===== src/rtl/vref_meas_sched.sv =====
// Round-robin measurement scheduler for the shared reference/temperature sensing core.
// Define VREF_SCHED_TIMEOUT_EN to bound the wait for core_ready (err reports a timeout).
module vref_meas_sched #(
  parameter int RST_CYC = 4,
  parameter int WIN     = 64,
  parameter int CNT_W   = 7,
  parameter int TO_CYC  = 255
) (
  input  logic             clk,
  input  logic             reset,
  input  logic [1:0]       req,
  output logic [1:0]       gnt,
  output logic             busy,
  output logic             done,
  output logic [CNT_W-1:0] result,
  output logic             err,
  output logic             core_rst,
  input  logic             core_ready,
  input  logic             cmp
);

  // One shared down-counter covers the reset hold, the window and the ready timeout.
  localparam int TO_W  = $clog2(TO_CYC + 1);
  localparam int W_A   = (CNT_W > 8) ? CNT_W : 8;
  localparam int CYC_W = (W_A > TO_W) ? W_A : TO_W;

  typedef enum logic [2:0] {S_IDLE, S_RST, S_WAIT, S_SAMPLE, S_DONE} state_t;

  state_t           state_reg, state_next;
  logic [CYC_W-1:0] cyc_reg, cyc_next;
  logic [CNT_W-1:0] acc_reg, acc_next;
  logic [CNT_W-1:0] result_reg, result_next;
  logic [1:0]       gnt_reg, gnt_next;
  logic             last_reg, last_next;
  logic             cmp_meta_reg, cmp_s_reg;

  always_ff @(posedge clk or posedge reset) begin
    if (reset) begin
      cmp_meta_reg <= 1'b0;
      cmp_s_reg    <= 1'b0;
    end else begin
      cmp_meta_reg <= cmp;
      cmp_s_reg    <= cmp_meta_reg;
    end
  end

  always_ff @(posedge clk or posedge reset) begin
    if (reset) begin
      state_reg  <= S_IDLE;
      cyc_reg    <= '0;
      acc_reg    <= '0;
      result_reg <= '0;
      gnt_reg    <= 2'b00;
      last_reg   <= 1'b1;
    end else begin
      state_reg  <= state_next;
      cyc_reg    <= cyc_next;
      acc_reg    <= acc_next;
      result_reg <= result_next;
      gnt_reg    <= gnt_next;
      last_reg   <= last_next;
    end
  end

`ifdef VREF_SCHED_TIMEOUT_EN
  logic err_reg, err_next;

  always_ff @(posedge clk or posedge reset) begin
    if (reset) err_reg <= 1'b0;
    else       err_reg <= err_next;
  end

  assign err = err_reg;
`else
  assign err = 1'b0;
`endif

  always_comb begin
    state_next  = state_reg;
    cyc_next    = cyc_reg;
    acc_next    = acc_reg;
    result_next = result_reg;
    gnt_next    = gnt_reg;
    last_next   = last_reg;
`ifdef VREF_SCHED_TIMEOUT_EN
    err_next    = err_reg;
`endif
    case (state_reg)
      S_IDLE: begin
        if (|req) begin
          // last_reg=1 means client 1 was served last, so client 0 wins a tie.
          if (req[0] && (!req[1] || last_reg)) begin
            gnt_next  = 2'b01;
            last_next = 1'b0;
          end else begin
            gnt_next  = 2'b10;
            last_next = 1'b1;
          end
          cyc_next   = CYC_W'(RST_CYC - 1);
          state_next = S_RST;
        end
      end
      S_RST: begin
        if (cyc_reg == '0) begin
          state_next = S_WAIT;
`ifdef VREF_SCHED_TIMEOUT_EN
          cyc_next   = CYC_W'(TO_CYC - 1);
`endif
        end else begin
          cyc_next = cyc_reg - 1'b1;
        end
      end
      S_WAIT: begin
        if (core_ready) begin
          acc_next   = '0;
          cyc_next   = CYC_W'(WIN - 1);
          state_next = S_SAMPLE;
        end
`ifdef VREF_SCHED_TIMEOUT_EN
        else if (cyc_reg == '0) begin
          result_next = '0;
          err_next    = 1'b1;
          state_next  = S_DONE;
        end else begin
          cyc_next = cyc_reg - 1'b1;
        end
`endif
      end
      S_SAMPLE: begin
        if (cmp_s_reg && (acc_reg != '1)) acc_next = acc_reg + 1'b1;
        if (cyc_reg == '0) begin
          result_next = acc_next;
`ifdef VREF_SCHED_TIMEOUT_EN
          err_next    = 1'b0;
`endif
          state_next  = S_DONE;
        end else begin
          cyc_next = cyc_reg - 1'b1;
        end
      end
      S_DONE: begin
        gnt_next   = 2'b00;
        state_next = S_IDLE;
      end
      default: state_next = S_IDLE;
    endcase
  end

  assign gnt      = gnt_reg;
  assign busy     = (state_reg != S_IDLE);
  assign done     = (state_reg == S_DONE);
  assign result   = result_reg;
  assign core_rst = !((state_reg == S_WAIT) || (state_reg == S_SAMPLE));

endmodule


===== config.mk =====
export PLATFORM = sky130hd
export DESIGN_NAME = vref_meas_sched
export DESIGN_NICKNAME = d
export VERILOG_FILES = /design/src/rtl/vref_meas_sched.sv
export SDC_FILE = /design/constraint.sdc
export NUM_CORES = 1
export LEC_CHECK = 0
export CAP_MARGIN = 30
export CORE_MARGIN = 2
export CORE_UTILIZATION = 25
export CTS_BUF_LIST = sky130_fd_sc_hd__clkbuf_2
export DETAILED_ROUTE_END_ITERATION = 12
export PLACE_DENSITY_LB_ADDON = 0.25
export SLEW_MARGIN = 20
export SYNTH_ARGS = -nofsm -noshare
export SYNTH_HDL_FRONTEND = slang
export SYNTH_SLANG_ARGS = --single-unit

===== constraint.sdc =====
create_clock -name clk -period 1.7 [get_ports clk]
set_clock_uncertainty 0.05 [all_clocks]
set_input_delay 0.34 -clock clk [delete_from_list [all_inputs] [get_ports clk]]
set_output_delay 0.34 -clock clk [all_outputs]
set_load 0.05 [all_outputs]

## Yosys cells after proc, flatten, opt, wreduce, memory -nomap -nowiden

Cells that the tools add are included.

- Logic and storage cells: 56
- Bits of input ports: 6
- Output and inout bits: 13
- Register bits: 30

- Reduce and logical (&&, ||, !) cells: 20
- Add/sub/neg operators: 2
- Equal/unequal tests: 10
- Multiplexer cells: 16

Operators with widths:

| cell | count |
|---|---|
| $mux 8 | 3 |
| $pmux 8 s3 | 1 |
| $mux 7 | 2 |
| $pmux 7 s2 | 1 |
| $mux 3 | 4 |
| $pmux 3 s4 | 1 |
| $ne 2x2->1 const B | 5 |
| $logic_not 8->1 | 1 |
| $reduce_and 2->1 | 4 |
| $reduce_and 4->1 | 2 |
| $sub 8x1->8 const B | 1 |
| $add 7x1->7 const B | 1 |
| $ne 7x7->1 const B | 1 |
| $eq 3x2->1 const B | 2 |
| $reduce_bool 3->1 | 2 |
| $mux 2 | 2 |
| $pmux 2 s2 | 1 |
| $reduce_bool 2->1 | 2 |
| $reduce_or 2->1 | 2 |
| $eq 3x1->1 const B | 1 |
| $eq 3x3->1 const B | 1 |
| $logic_not 3->1 | 1 |
| $logic_and 1x1->1 | 2 |
| $logic_not 1->1 | 2 |
| other kinds (2) | 3 |

## Depth between registers and ports, before layout

Gate-level depths: netlist of run 1.

- Depth in word-level cells: 6
- Gate-level depth with buffers: 8
- Depth with buffers taken out: 7

## Least setup slack after synthesis of run 1

Ideal clock, no wire load.

- Path type: register to output
- Start point: register state_reg[1]
- End point: output done
- Slack: 0.009 ns
- Stages on the path, launching flop included: 4
- Path buffers: 1
- Required time: 1.310 ns
- Arrival time: 1.301 ns
- Path through: dfrtp_1 buf_2 or3b_2 inv_1

- Word-level cells in the longest chain between the ends: 1

Ends and longest elaborated chain:

| element | RTL line | source |
|---|---|---|
| from (decl) | 29 | `state_t state_reg, state_next;` |
| from (signal assigned) | 56 | `state_reg <= state_next;` |
| $eq 3x3->1 | 151 | `assign done = (state_reg == S_DONE);` |
| to (decl) | 14 | `output logic done,` |

No other way between the ends.

## Worst setup path after layout of run 1

Ends and elaborated chain as after synthesis.

==> impl_results.md, run 1 <==
* Fin util at 0.351
* Number of diodes at 0
* Worst-case clock buffer depth at 2
* Worst min-delay path class: in2async
* Worst-Skew Late Latency at 0.37 ns
* Sequential area share after synthesis at 0.474
* Nets at 227
* Root Buffer Master: clkbuf_2
* Ordered list of cells on the worst path: or3b_4 > inv_2 > buf_12
* Worst setup margin at -0.136 ns
* Instance count on the critical path at 3
* Max Clk Rate at 0.545 GHz
* Layout Area Growth over Synthesis at 37.9%
* Synth Instances at 169
* GPL Wtd Cong at 0.815
* Period Utilization, post-route at 1.08
* Number of buffers added on ports at 17
* Placed Instances at 282
* Grt peak-use layer: met2
* Post-DRT Antenna Nets at 0
* Slowest CP cell: dfrtp_1
* Dpl hpwl at 2.62 mm
* Post-DR wirelength/cell at 12.0 um
* Crit path capture type: primary output
* Synth Register Bits at 30
* Vias in the first global route at 1,354
* Core area at 0.00624 mm^2
* PwrDens at 1640 mW/mm^2
* Top FF cell, synth: dfrtp_1
* DIE HEIGHT at 83.7 um
* Commonest non-fill, non-tap cell in the layout: buf_4
* Mapped Area at 0.00159 mm^2
* Hold_buf cts at 0
* Num rows at 29
* Xor/xnor share of the synthesized area at 0.0276
* WP data required at 1.31 ns
* H-Tree Depth at 2
* Routed WL at 3.57 mm
* Combinational family with the most area after synthesis: simple AND/OR/NAND/NOR gates
* Grt total ovfl at 0
* Comb power frac at 0.569
* Mean Syn Cell Area at 9.39 um^2
* Clk pwr share at 0.103
* Layout cells sized above 1 at 0.342
* Sw Ratio at 0.453
* Initial antenna violation count at 0
* Post-synthesis compound-gate area fraction at 0.179
* M3 GR Usage at 0.0326
* Number of synthesized flops with an enable pin at 0
* Final hold violations at 0
* Max Slew Vio Count at 0
* Worst path max stage delay at 0.46 ns
* Max reg flops at 8
* Tmin final at 1.84 ns
* Synth Area in Simple Gates at 0.234
* Most frequent cells in the layout: buf_4, dfrtp_1, nand2_1
* Met1 usage at 0.142
* Internal power at 1.96 mW
* GRT Total Usage at 0.113
* TritonRoute pass-1 iters at 4
* Largest net degree at the start of global routing at 24
* Vias per Instance at 4.65
* Status: finished with violations
* CP max FO at 4
* RSZ-0062 raised after global routing: yes
* TritonCTS Buffers at 5
* Syn Nets at 178
* Yosys warnings at 0
* Final setup violation count at 3
* Sinks on the clock net at 30
* Max rail drop VDD at 0.000580 V
* TritonCTS clock tree: yes
* DR DRC count at 0
* First-pass GRT wire length at 6.30 mm
* Maxcap violations at 0
* Buf+Inv Stages, Crit Path at 2
* Initial Util at 0.254
* Reg power frac at 0.328
* CP Launch Type: flop
* Final Non-Filler Cells at 296
* Violations in the final reports: setup timing
* Fill cells at 654
* Post-synthesis adder-cell area fraction at 0.0237
* Reg2reg path depth at 6
* First DRT Iteration DRCs at 41
* Clock-pin slew on the worst setup and hold paths at 0.18 ns
* I/O pin total at 19
* Static Leak at 0.982 nW
* Via count at 1,377
* Crit Path Category: reg2out
* WP data arrival at 1.45 ns
* Die W at 83.7 um
* Post-synthesis mux area share at 0.00631
* P_sw at 1.62 mW
* Grt met2 use at 0.180
* Die ar. at 0.00700 mm^2
* Post-synth ARST share at 1.00
* CP top delay family: flip-flops
* Count of cell types in the netlist at 45
[per-layer routing]
layer | wire [um] | vias up
met5 | 0 | -
met4 | 77 | 0
met3 | 127 | 6
met2 | 1710 | 28
met1 | 1650 | 650
li1 | - | 693
[final timing paths]
| check | endpoint | slack [ns] | from |
|---|---|---|---|
| max in group asynchronous | state_reg[0]$_DFFE_PP0P_ | 0.96 | reset |
| worst max-delay path | done | -0.14 | state_reg[1]$_DFFE_PP0P_ |
| worst min-delay path | cyc_reg[3]$_DFFE_PP0P_ | 0.18 | reset |
| worst max register to register | acc_reg[1]$_DFFE_PP0P_ | 0.09 | state_reg[1]$_DFFE_PP0P_ |
| min in group clk | cmp_s_reg$_DFF_PP0_ | 0.32 | cmp_meta_reg$_DFF_PP0_ |
| worst min register to register | cmp_s_reg$_DFF_PP0_ | 0.32 | cmp_meta_reg$_DFF_PP0_ |
[cells by family (layout without fill, tap and decap cells)]
| kind of cell | count (synthesis) | in the layout |
|---|---|---|
| AO/OA/AOI/OAI | 42 | 42 |
| XOR/XNOR | 5 | 5 |
| adder cells (fa/ha/maj) | 3 | 3 |
| buffers and inverters | 18 | 68 |
| flip-flops | 30 | 30 |
| multiplexers | 1 | 1 |
| other | 1 | 1 |
| AND/OR/NAND/NOR | 69 | 69 |
[synthesized netlist by cell type (2+ instances only)]
library cell	count	area share
dfrtp_1	29	0.46
nand2_1	23	0.054
o21ai_0	12	0.038
inv_1	11	0.026
nand3_1	11	0.035
a21oi_1	10	0.032
nor2_1	10	0.024
nor3_1	5	0.016
a21oi_2	3	0.017
a31oi_1	3	0.012
buf_2	3	0.0095
ha_1	3	0.024
nand4_1	3	0.012
nor2b_1	3	0.012
xor2_1	3	0.017
a21boi_0	2	0.0095
a32o_1	2	0.013
and2_1	2	0.0079
and4_1	2	0.011
o2111ai_1	2	0.011
or3b_2	2	0.011
xnor2_1	2	0.011
[timing repair]
item / CTS / global route
pin swaps: 1 / 4
gates resized for setup: 10 / 13
setup buffers: 3 / 3
endpoints found under the setup margin: 3 / 14
[power by group through the flow]
stage	clock network (mW)	logic, mW	registers [mW]
finish	0.367	2.04	1.18
CTS	0.392	1.94	1.18
floorplan	0	0.890	1.49
global route	0.424	2.23	1.22
detailed placement	0	1.86	1.20
global placement	0	1.85	1.19
[stage by stage]
| stage | worst slack (ns) | power [mW] | hold WS (ns) | cell area [um^2] | setup TNS (ns) |
|---|---|---|---|---|---|
| after global routing | -0.193 | 3.87 | 0.184 | 2190 | -0.474 |
| after detailed placement | -0.0437 | 3.06 | 0.288 | 2020 | -0.142 |
| after global placement | -0.0119 | 3.05 | 0.287 | 2020 | -0.0236 |
| final | -0.136 | 3.58 | 0.179 | 2190 | -0.192 |
| after CTS | -0.150 | 3.51 | 0.164 | 2110 | -0.267 |
| after floorplan | 0.00949 | 2.38 | 0.281 | 1590 | 0 |
[area by class of cell]
cell class,instances,area [um^2],share of cell area
clock buffers,6,30.0,0.0137
clock inverters,2,8.76,0.00400
inverters,13,51.3,0.0234
multi-input cells,121,817,0.373
flip-flops and latches,30,754,0.345
well taps,77,96.3,0.0440
repair buffers,47,430,0.197
Note: power is estimated with default switching activity, not from simulation.
==> run 2, diff against run 1 <==
--- a/config.mk
+++ b/config.mk
@@ -7,7 +7,7 @@
 export LEC_CHECK = 0
 export CAP_MARGIN = 30
 export CORE_MARGIN = 2
-export CORE_UTILIZATION = 25
+export CORE_UTILIZATION = 52
 export CTS_BUF_LIST = sky130_fd_sc_hd__clkbuf_2
 export DETAILED_ROUTE_END_ITERATION = 12
 export PLACE_DENSITY_LB_ADDON = 0.25
==> impl_results.md, run 2 (synthesis results as in run 1) <==
* Layout cells sized above 1 at 0.393
* Post-DR wirelength/cell at 16.2 um
* Final Hold Slack at 0.196 ns
* Core area at 0.00298 mm^2
* Comb power frac at 0.561
* Most frequent cells in the layout: buf_4, dfrtp_1, nand2_1
* Tmin final at 1.83 ns
* Worst setup margin at -0.130 ns
* Sw Ratio at 0.442
* Fill cells at 210
* CP max FO at 2
* Crit Path Category: reg2out
* Max Clk Rate at 0.546 GHz
* Crit path capture type: primary output
* Vias per Instance at 5.67
* FF/Latch Area at 756 um^2
* Final setup violation count at 3
* GRT Total Usage at 0.246
* RSZ-0062 raised after global routing: yes
* Layout Area Growth over Synthesis at 39.5%
* Post-DRT Antenna Nets at 0
* Num rows at 20
* Area of the multi-input gates at 852 um^2
* Status: finished with violations
* H-Tree Depth at 2
* Slowest CP cell: dfrtp_2
* Period Utilization, post-route at 1.08
* TritonCTS Buffers at 5
* Max reg flops at 8
* Initial Util at 0.533
* Final setup TNS at -0.234 ns
* P_sw at 1.74 mW
* Routed WL at 4.15 mm
* Final hold violations at 0
* Max rail drop VDD at 0.00102 V
* Max Slew Vio Count at 0
* Grt total ovfl at 0
* DIE HEIGHT at 59.2 um
* Largest net degree at the start of global routing at 21
* Nets at 232
* First DRT Iteration DRCs at 42
* TritonCTS clock tree: yes
* WP data arrival at 1.44 ns
* GPL Wtd Cong at 0.805
* CP Launch Type: flop
* Die W at 59.2 um
* Violations in the final reports: setup timing
* First-pass GRT wire length at 6.28 mm
* Initial antenna violation count at 0
* Number of diodes at 0
* Internal power at 2.19 mW
* I/O pin total at 19
* Placed cell area at 0.00190 mm^2
* Tot Pwr at 3.93 mW
* TritonRoute pass-1 iters at 4
* Worst path max stage delay at 0.45 ns
* Worst-Skew Late Latency at 0.39 ns
* Ordered list of cells on the worst path: or3b_4 > inv_4 > buf_12
* Worst-case clock buffer depth at 2
* Sinks on the clock net at 30
* Reg power frac at 0.310
* WP data required at 1.31 ns
* Worst min-delay path class: in2async
* Via count at 1,457
* Clock-pin slew on the worst setup and hold paths at 0.15 ns
* Root Buffer Master: clkbuf_2
* Die ar. at 0.00351 mm^2
* Worst R2R Setup Slack at 0.03 ns
* Commonest non-fill, non-tap cell in the layout: buf_4
* Maxcap violations at 0
* Static Leak at 1.02 nW
* Dpl hpwl at 2.50 mm
* Fin area at 0.00221 mm^2
* PwrDens at 1770 mW/mm^2
* Slew at the pin closest to its max-slew limit at 0.546 ns
* Clk pwr share at 0.129
* Number of buffers added on ports at 17
* Hold_buf cts at 0
* DR DRC count at 0
* Rel. slew slack at 0.632
* Vias in the first global route at 1,337
==> run 2: power groups by stage <==
stage	registers [mW]	clock network (mW)	logic [mW]
2_1_floorplan	1.49	0	0.890
3_3_place_gp	1.19	0	1.74
5_1_grt	1.24	0.551	2.36
3_5_place_dp	1.21	0	1.77
6_report	1.22	0.507	2.20
4_1_cts	1.19	0.524	1.90
==> run 2: worst paths after layout <==
path | start | endpoint | cells after the start
hold reg to reg | cmp_meta_reg$_DFF_PP0_ | cmp_s_reg$_DFF_PP0_ | 0
hold / removal | reset | cyc_reg[2]$_DFFE_PP0P_ | 3
max in group asynchronous | reset | acc_reg[0]$_DFFE_PP0P_ | 3
setup reg to reg | state_reg[2]$_DFFE_PP0P_ | acc_reg[0]$_DFFE_PP0P_ | 6
min in group clk | cmp_meta_reg$_DFF_PP0_ | cmp_s_reg$_DFF_PP0_ | 0
setup / recovery | state_reg[0]$_DFFE_PP0P_ | done | 3
==> run 2: critical path: cells and delay by family (launching register included) <==
family                 cells  cell delay [ns]
buffers and inverters      2             0.19
flip-flops                 1             0.45
AND/OR/NAND/NOR            1             0.43
==> run 2: cell type report <==
type,count,area share
tap,33,0.0187
inverter,13,0.0243
sequential,30,0.341
timing repair buffer,52,0.202
multi-input combinational,121,0.385
clock buffer,6,0.0136
clock inverter,2,0.0153
==> run 2: metal layers <==
layer  share of wire  vias to the layer above  global-route usage
met3           0.048                        5              0.0721
met1            0.43                      696               0.316
li1                -                      704                   -
met2            0.51                       52               0.391
met4           0.011                        0              0.0942
met5               0                        -                   0
==> run 2: stage by stage <==
| step | util | cells | worst slack (ns) |
|---|---|---|---|
| after floorplan | - | 169 | 0.00949 |
| after global placement | 0.639 | 233 | -0.0224 |
| after detailed placement | 0.639 | 233 | -0.0533 |
| after CTS | 0.689 | 247 | -0.121 |
| after global routing | 0.743 | 257 | -0.191 |
| final | 0.743 | 257 | -0.130 |
==> run 2: repair_timing <==
item,CTS,global route
pin swaps,3,9
endpoints found under the setup margin,3,21
buffers inserted,6,10
gates resized for setup,13,24
